===== config.mk =====
export PLATFORM = sky130hd
export DESIGN_NAME = mod_updown_counter
export DESIGN_NICKNAME = d
export VERILOG_FILES = /design/src/rtl/mod_updown_counter.sv
export SDC_FILE = /design/constraint.sdc
export NUM_CORES = 1
export LEC_CHECK = 0
export ABC_AREA = 1
export CORE_MARGIN = 8
export CORE_UTILIZATION = 38
export CTS_CLUSTER_SIZE = 16
export DETAILED_ROUTE_END_ITERATION = 8
export MAX_ROUTING_LAYER = met4
export PLACE_DENSITY = 0.77
export REMOVE_ABC_BUFFERS = 1
export SLEW_MARGIN = 20
export SYNTH_ARGS = -nofsm -noshare
export SYNTH_HDL_FRONTEND = slang
export SYNTH_SLANG_ARGS = --single-unit

===== constraint.sdc =====
create_clock -name clk -period 1.4 [get_ports clk]
set_input_delay 0.28 -clock clk [delete_from_list [all_inputs] [get_ports clk]]
set_output_delay 0.28 -clock clk [all_outputs]
set_load 0.005 [all_outputs]

===== src/rtl/mod_updown_counter.sv =====
// Purpose: parametrised synchronous up/down counter with modulus, prescaler, load, wrap/one-shot modes and flags.
// Latency: q, wrap and done update on the edge after a tick or load; tc is combinational in the tick cycle.
// Backpressure: none; en=0 freezes prescaler and count, and done=1 freezes everything until load or reset.
module mod_updown_counter #(
  parameter int WIDTH    = 4,
  parameter int MODULUS  = 16,
  parameter int PRESCALE = 1
) (
  input  logic             clk,
  input  logic             reset,
  input  logic             en,
  input  logic             up,
  input  logic             load,
  input  logic [WIDTH-1:0] load_val,
  input  logic             mode,
  output logic [WIDTH-1:0] q,
  output logic             tc,
  output logic             wrap,
  output logic             done
);

  // Prescaler is at least one bit wide so PRESCALE=1 still has a legal vector.
  localparam int PW = (PRESCALE > 1) ? $clog2(PRESCALE) : 1;
  localparam logic [WIDTH-1:0] MAX_VAL  = WIDTH'(MODULUS - 1);
  localparam logic [PW-1:0]    PRE_LAST = PW'(PRESCALE - 1);

  logic [WIDTH-1:0] q_q, q_d;
  logic [PW-1:0]    pre_q, pre_d;
  logic             wrap_q, wrap_d;
  logic             done_q, done_d;

  logic [WIDTH-1:0] term_val;
  logic [WIDTH-1:0] load_clamped;
  logic             at_term;
  logic             tick;

  // Terminal value depends on direction; the tick fires on the last enabled prescaler cycle.
  always_comb begin
    term_val     = up ? MAX_VAL : '0;
    at_term      = (q_q == term_val);
    tick         = en & ~done_q & (pre_q == PRE_LAST);
    tc           = tick & at_term;
    load_clamped = (load_val > MAX_VAL) ? MAX_VAL : load_val;
  end

  // Next-state: load beats tick beats hold; wrap simply follows tc unless a load intervenes.
  always_comb begin
    q_d    = q_q;
    pre_d  = pre_q;
    wrap_d = tc;
    done_d = done_q;
    if (load) begin
      q_d    = load_clamped;
      pre_d  = '0;
      wrap_d = 1'b0;
      done_d = 1'b0;
    end else if (en && !done_q) begin
      if (tick) begin
        pre_d = '0;
        if (at_term) begin
          if (mode) begin
            // One-shot: hold at the terminal value and stop.
            done_d = 1'b1;
          end else begin
            q_d = up ? '0 : MAX_VAL;
          end
        end else begin
          q_d = up ? (q_q + WIDTH'(1)) : (q_q - WIDTH'(1));
        end
      end else begin
        pre_d = pre_q + PW'(1);
      end
    end
  end

  // State registers with synchronous reset, which also drops any pending wrap pulse.
  always_ff @(posedge clk) begin
    if (reset) begin
      q_q    <= '0;
      pre_q  <= '0;
      wrap_q <= 1'b0;
      done_q <= 1'b0;
    end else begin
      q_q    <= q_d;
      pre_q  <= pre_d;
      wrap_q <= wrap_d;
      done_q <= done_d;
    end
  end

  assign q    = q_q;
  assign wrap = wrap_q;
  assign done = done_q;

endmodule

==> impl_metrics.env <==
export IMPL_io_pins=17
export IMPL_drtAntennaViolNets=0
export IMPL_comb_power_share_pct=43.9
export IMPL_grt_pass1_vias=608
export IMPL_gp_congestion=0.799
export IMPL_drc=0
export IMPL_firstDrtPassIters=4
export IMPL_synth_mux_area_share_pct=0
export IMPL_core_um2=1270
export IMPL_outcome="finished with violations"
export IMPL_synth_cell_type_count=18
export IMPL_clkSinkCount=7
export IMPL_pwr_share_seq_pct=30.1
export IMPL_placed_area_um2=828
export IMPL_yosys_area_top_type="dfxtp_1"
export IMPL_grt_pass1_wl_um=2590
export IMPL_num_rows=13
export IMPL_crit_path_top_delay_cell="dfxtp_2"
export IMPL_sw_frac_of_total_pct=34.2
export IMPL_diodes=0
export IMPL_pwr_share_clk_pct=26.0
export IMPL_routed_wl_um=1670
export IMPL_drive_above_1_share_pct=40.7
export IMPL_crit_top_cell="nand2_2"
export IMPL_cts_hold_buf=0
export IMPL_finalHoldViolCount=0
export IMPL_post_route_util_pct=74.1
export IMPL_first_iter_violations=19
export IMPL_synth_area_um2=507
export IMPL_min_period_over_period_pct=114
export IMPL_tightest_slew_ns=0.177
export IMPL_antenna_found_initial=0
export IMPL_reg2reg_setup_slack_ns=-0.03
export IMPL_area_delta_synth_final_pct=85.4
export IMPL_synth_edf_count=0
export IMPL_seqCellArea_um2=145
export IMPL_synth_compound_area_share_pct=6.42
export IMPL_clk_latency_ns=0.26
export IMPL_ctsLongestPathBuffers=2
export IMPL_ir_drop_mv=0.418
export IMPL_start_util_pct=39.9
export IMPL_fin_setup_tns_ns=-0.245
export IMPL_async_reset_ff_share_pct=0
export IMPL_overflow=0
export IMPL_io_buffer_count=16
export IMPL_worstPathRequired_ns=1.12
export IMPL_yosys_top_cells_area="dfxtp_1 (28%), nand2_1 (19%), nor2_1 (13%)"
export IMPL_fin_skew_ns=0.000669
export IMPL_die_area_um2=2760
export IMPL_final_area_um2=940
export IMPL_setup_ws_ns=-0.198
export IMPL_crit_type="flip-flop to output port"
export IMPL_whs_ns=0.451
export IMPL_period_minus_slack_ns=1.60
export IMPL_endpoint_kind="output port"
export IMPL_netlist_area_leader_share_pct=27.7
export IMPL_p_sw_uw=260
export IMPL_htree_levels=1
export IMPL_cp_start_kind="flip-flop"
export IMPL_route_vias_total=649
export IMPL_path_clk_slew_ns=0.06
export IMPL_leakagePower_uw=0.000485
export IMPL_min_path_type="flip-flop to flip-flop"
export IMPL_netlist_top_cells_count="nand2_1 (26), nor2_1 (18), inv_1 (10)"
export IMPL_finalSetupViolCount=3
export IMPL_fill_cells=90
export IMPL_internal_power_uw=501
export IMPL_die_w_um=52.5
export IMPL_finalNetCount=137
export IMPL_synthSimpleGateAreaFrac_pct=44.7
export IMPL_netlist_instances=81
export IMPL_synth_adder_area_share_pct=8.89
export IMPL_wl_per_cell_um=12.1
export IMPL_multi_input_area_um2=384
export IMPL_violations="setup timing"
export IMPL_fmax_ghz=0.626
export IMPL_dpl_hpwl_um=1150
export IMPL_max_cap_viol_count=0
export IMPL_ys_ff_latch=7
export IMPL_synth_seq_area_share_pct=27.7
export IMPL_slowest_delay_ns=0.33
export IMPL_crit_arrival_ns=1.32
export IMPL_yosysMostFrequentCell="nand2_1"
export IMPL_critPathMaxFanout=2
export IMPL_synth_top_family_by_area="simple AND/OR/NAND/NOR gates"
export IMPL_yosys_warnings=0
export IMPL_grt_max_degree=7
export IMPL_cts_root_buf="clkbuf_4"
export IMPL_rsz0062_at_grt="true"
export IMPL_avgSynthCellArea_um2=6.26
export IMPL_p_per_area_nw_per_um2=811
export IMPL_crit_path_cell_trace="ha_4 -> nand2_2 -> a21oi_2 -> nand2_2 -> nor2_1 -> buf_2"
export IMPL_relSlewSlack_pct=88.1
export IMPL_cts_tree="yes"
export IMPL_synth_xor_area_share_pct=3.46
export IMPL_die_h_um=52.5
export IMPL_numCtsBuffers=3
export IMPL_routed_via_density=4.70
export IMPL_totalPowerFinal_uw=762
export IMPL_grtUsageTotal_pct=12.8
export IMPL_synthFlopType="dfxtp_1"
export IMPL_maxSlewViolCount=0
cells by family after synthesis:
| group | count (synthesis) |
|---|---|
| xor gates and xnor gates | 2 |
| DFF | 7 |
| adders and majority gates | 3 |
| and+or+nand+nor | 52 |
| AOI/OAI and AO/OA | 5 |
| buffers and inverters | 12 |
final timing paths:
kind              start    end  cells after the start
setup reg to reg   q[2]   q[3]                     10
hold / removal    pre_q  pre_q                      2
hold reg to reg   pre_q  pre_q                      2
setup / recovery   q[2]     tc                      6
metal layers:
| metal | GRT usage (%) | routed length [µm] |
|---|---|---|
| met1 | 12.3 | 676 |
| met2 | 22.3 | 882 |
| met3 | 2.27 | 43 |
| met4 | 9.05 | 65 |
| met5 | - | 0 |
metrics by stage:
stage	worst slack, ns	cells
after detailed placement	-0.889	131
after global routing	-0.256	138
after global placement	-0.866	131
after CTS	-0.187	138
final	-0.198	138
after floorplan	0.000123	81
registers in the layout, indices dropped and copies added (netlist names):
signal and count:
done 1, wrap 1, q 4, pre_q 1
power groups by stage:
stage	combinational, µW	sequential (µW)	clock, µW
floorplan	132	233	0
global placement	283	227	0
detailed placement	289	228	0
CTS	316	229	198
global route	368	231	215
finish	335	229	198
final cells by class:
cell class / instances / area share [%]
clock buffer: 4 / 2.80
inverter: 12 / 4.79
multi-input combinational: 62 / 40.9
sequential: 7 / 15.4
tap: 15 / 2.00
timing repair buffer: 38 / 34.1
cells in the final DEF, fill, tap and decap left out:
cell type and count:
a21oi_2 3, nand3b_4 1, clkbuf_4 3, nand3_1 3, dfxtp_2 4, o21ai_1 1
nor2_1 17, clkdlybuf4s15_2 1, nor2_2 1, inv_2 2, buf_6 1, inv_1 10
nand2_1 20, buf_4 21, clkbuf_1 1, nand2_4 1, nor3_4 1, dlygate4sd2_1 4
nand4_1 1, buf_2 1, fa_2 1, clkdlybuf4s50_1 10, o21ai_0 1, dfxtp_1 3
xnor2_1 1, ha_4 2, nand2_2 7, xor2_1 1
critical path, delay by kind of cell (launching register included):
family | cells | cell delay [ns]
AO/OA/AOI/OAI | 1 | 0.14
flip-flops | 1 | 0.33
AND/OR/NAND/NOR | 3 | 0.21
adder cells (fa/ha/maj) | 1 | 0.26
buffers and inverters | 1 | 0.11
repair_timing:
action | in CTS | in global routing
resized for setup | 23 | 6
pin swaps | 9 | 8
cloned | 0 | 0
setup endpoints to repair | 11 | 6
hold endpoints to repair | 0 | 0
setup buffers | 4 | 1
Power figures use the tool's default switching activity.
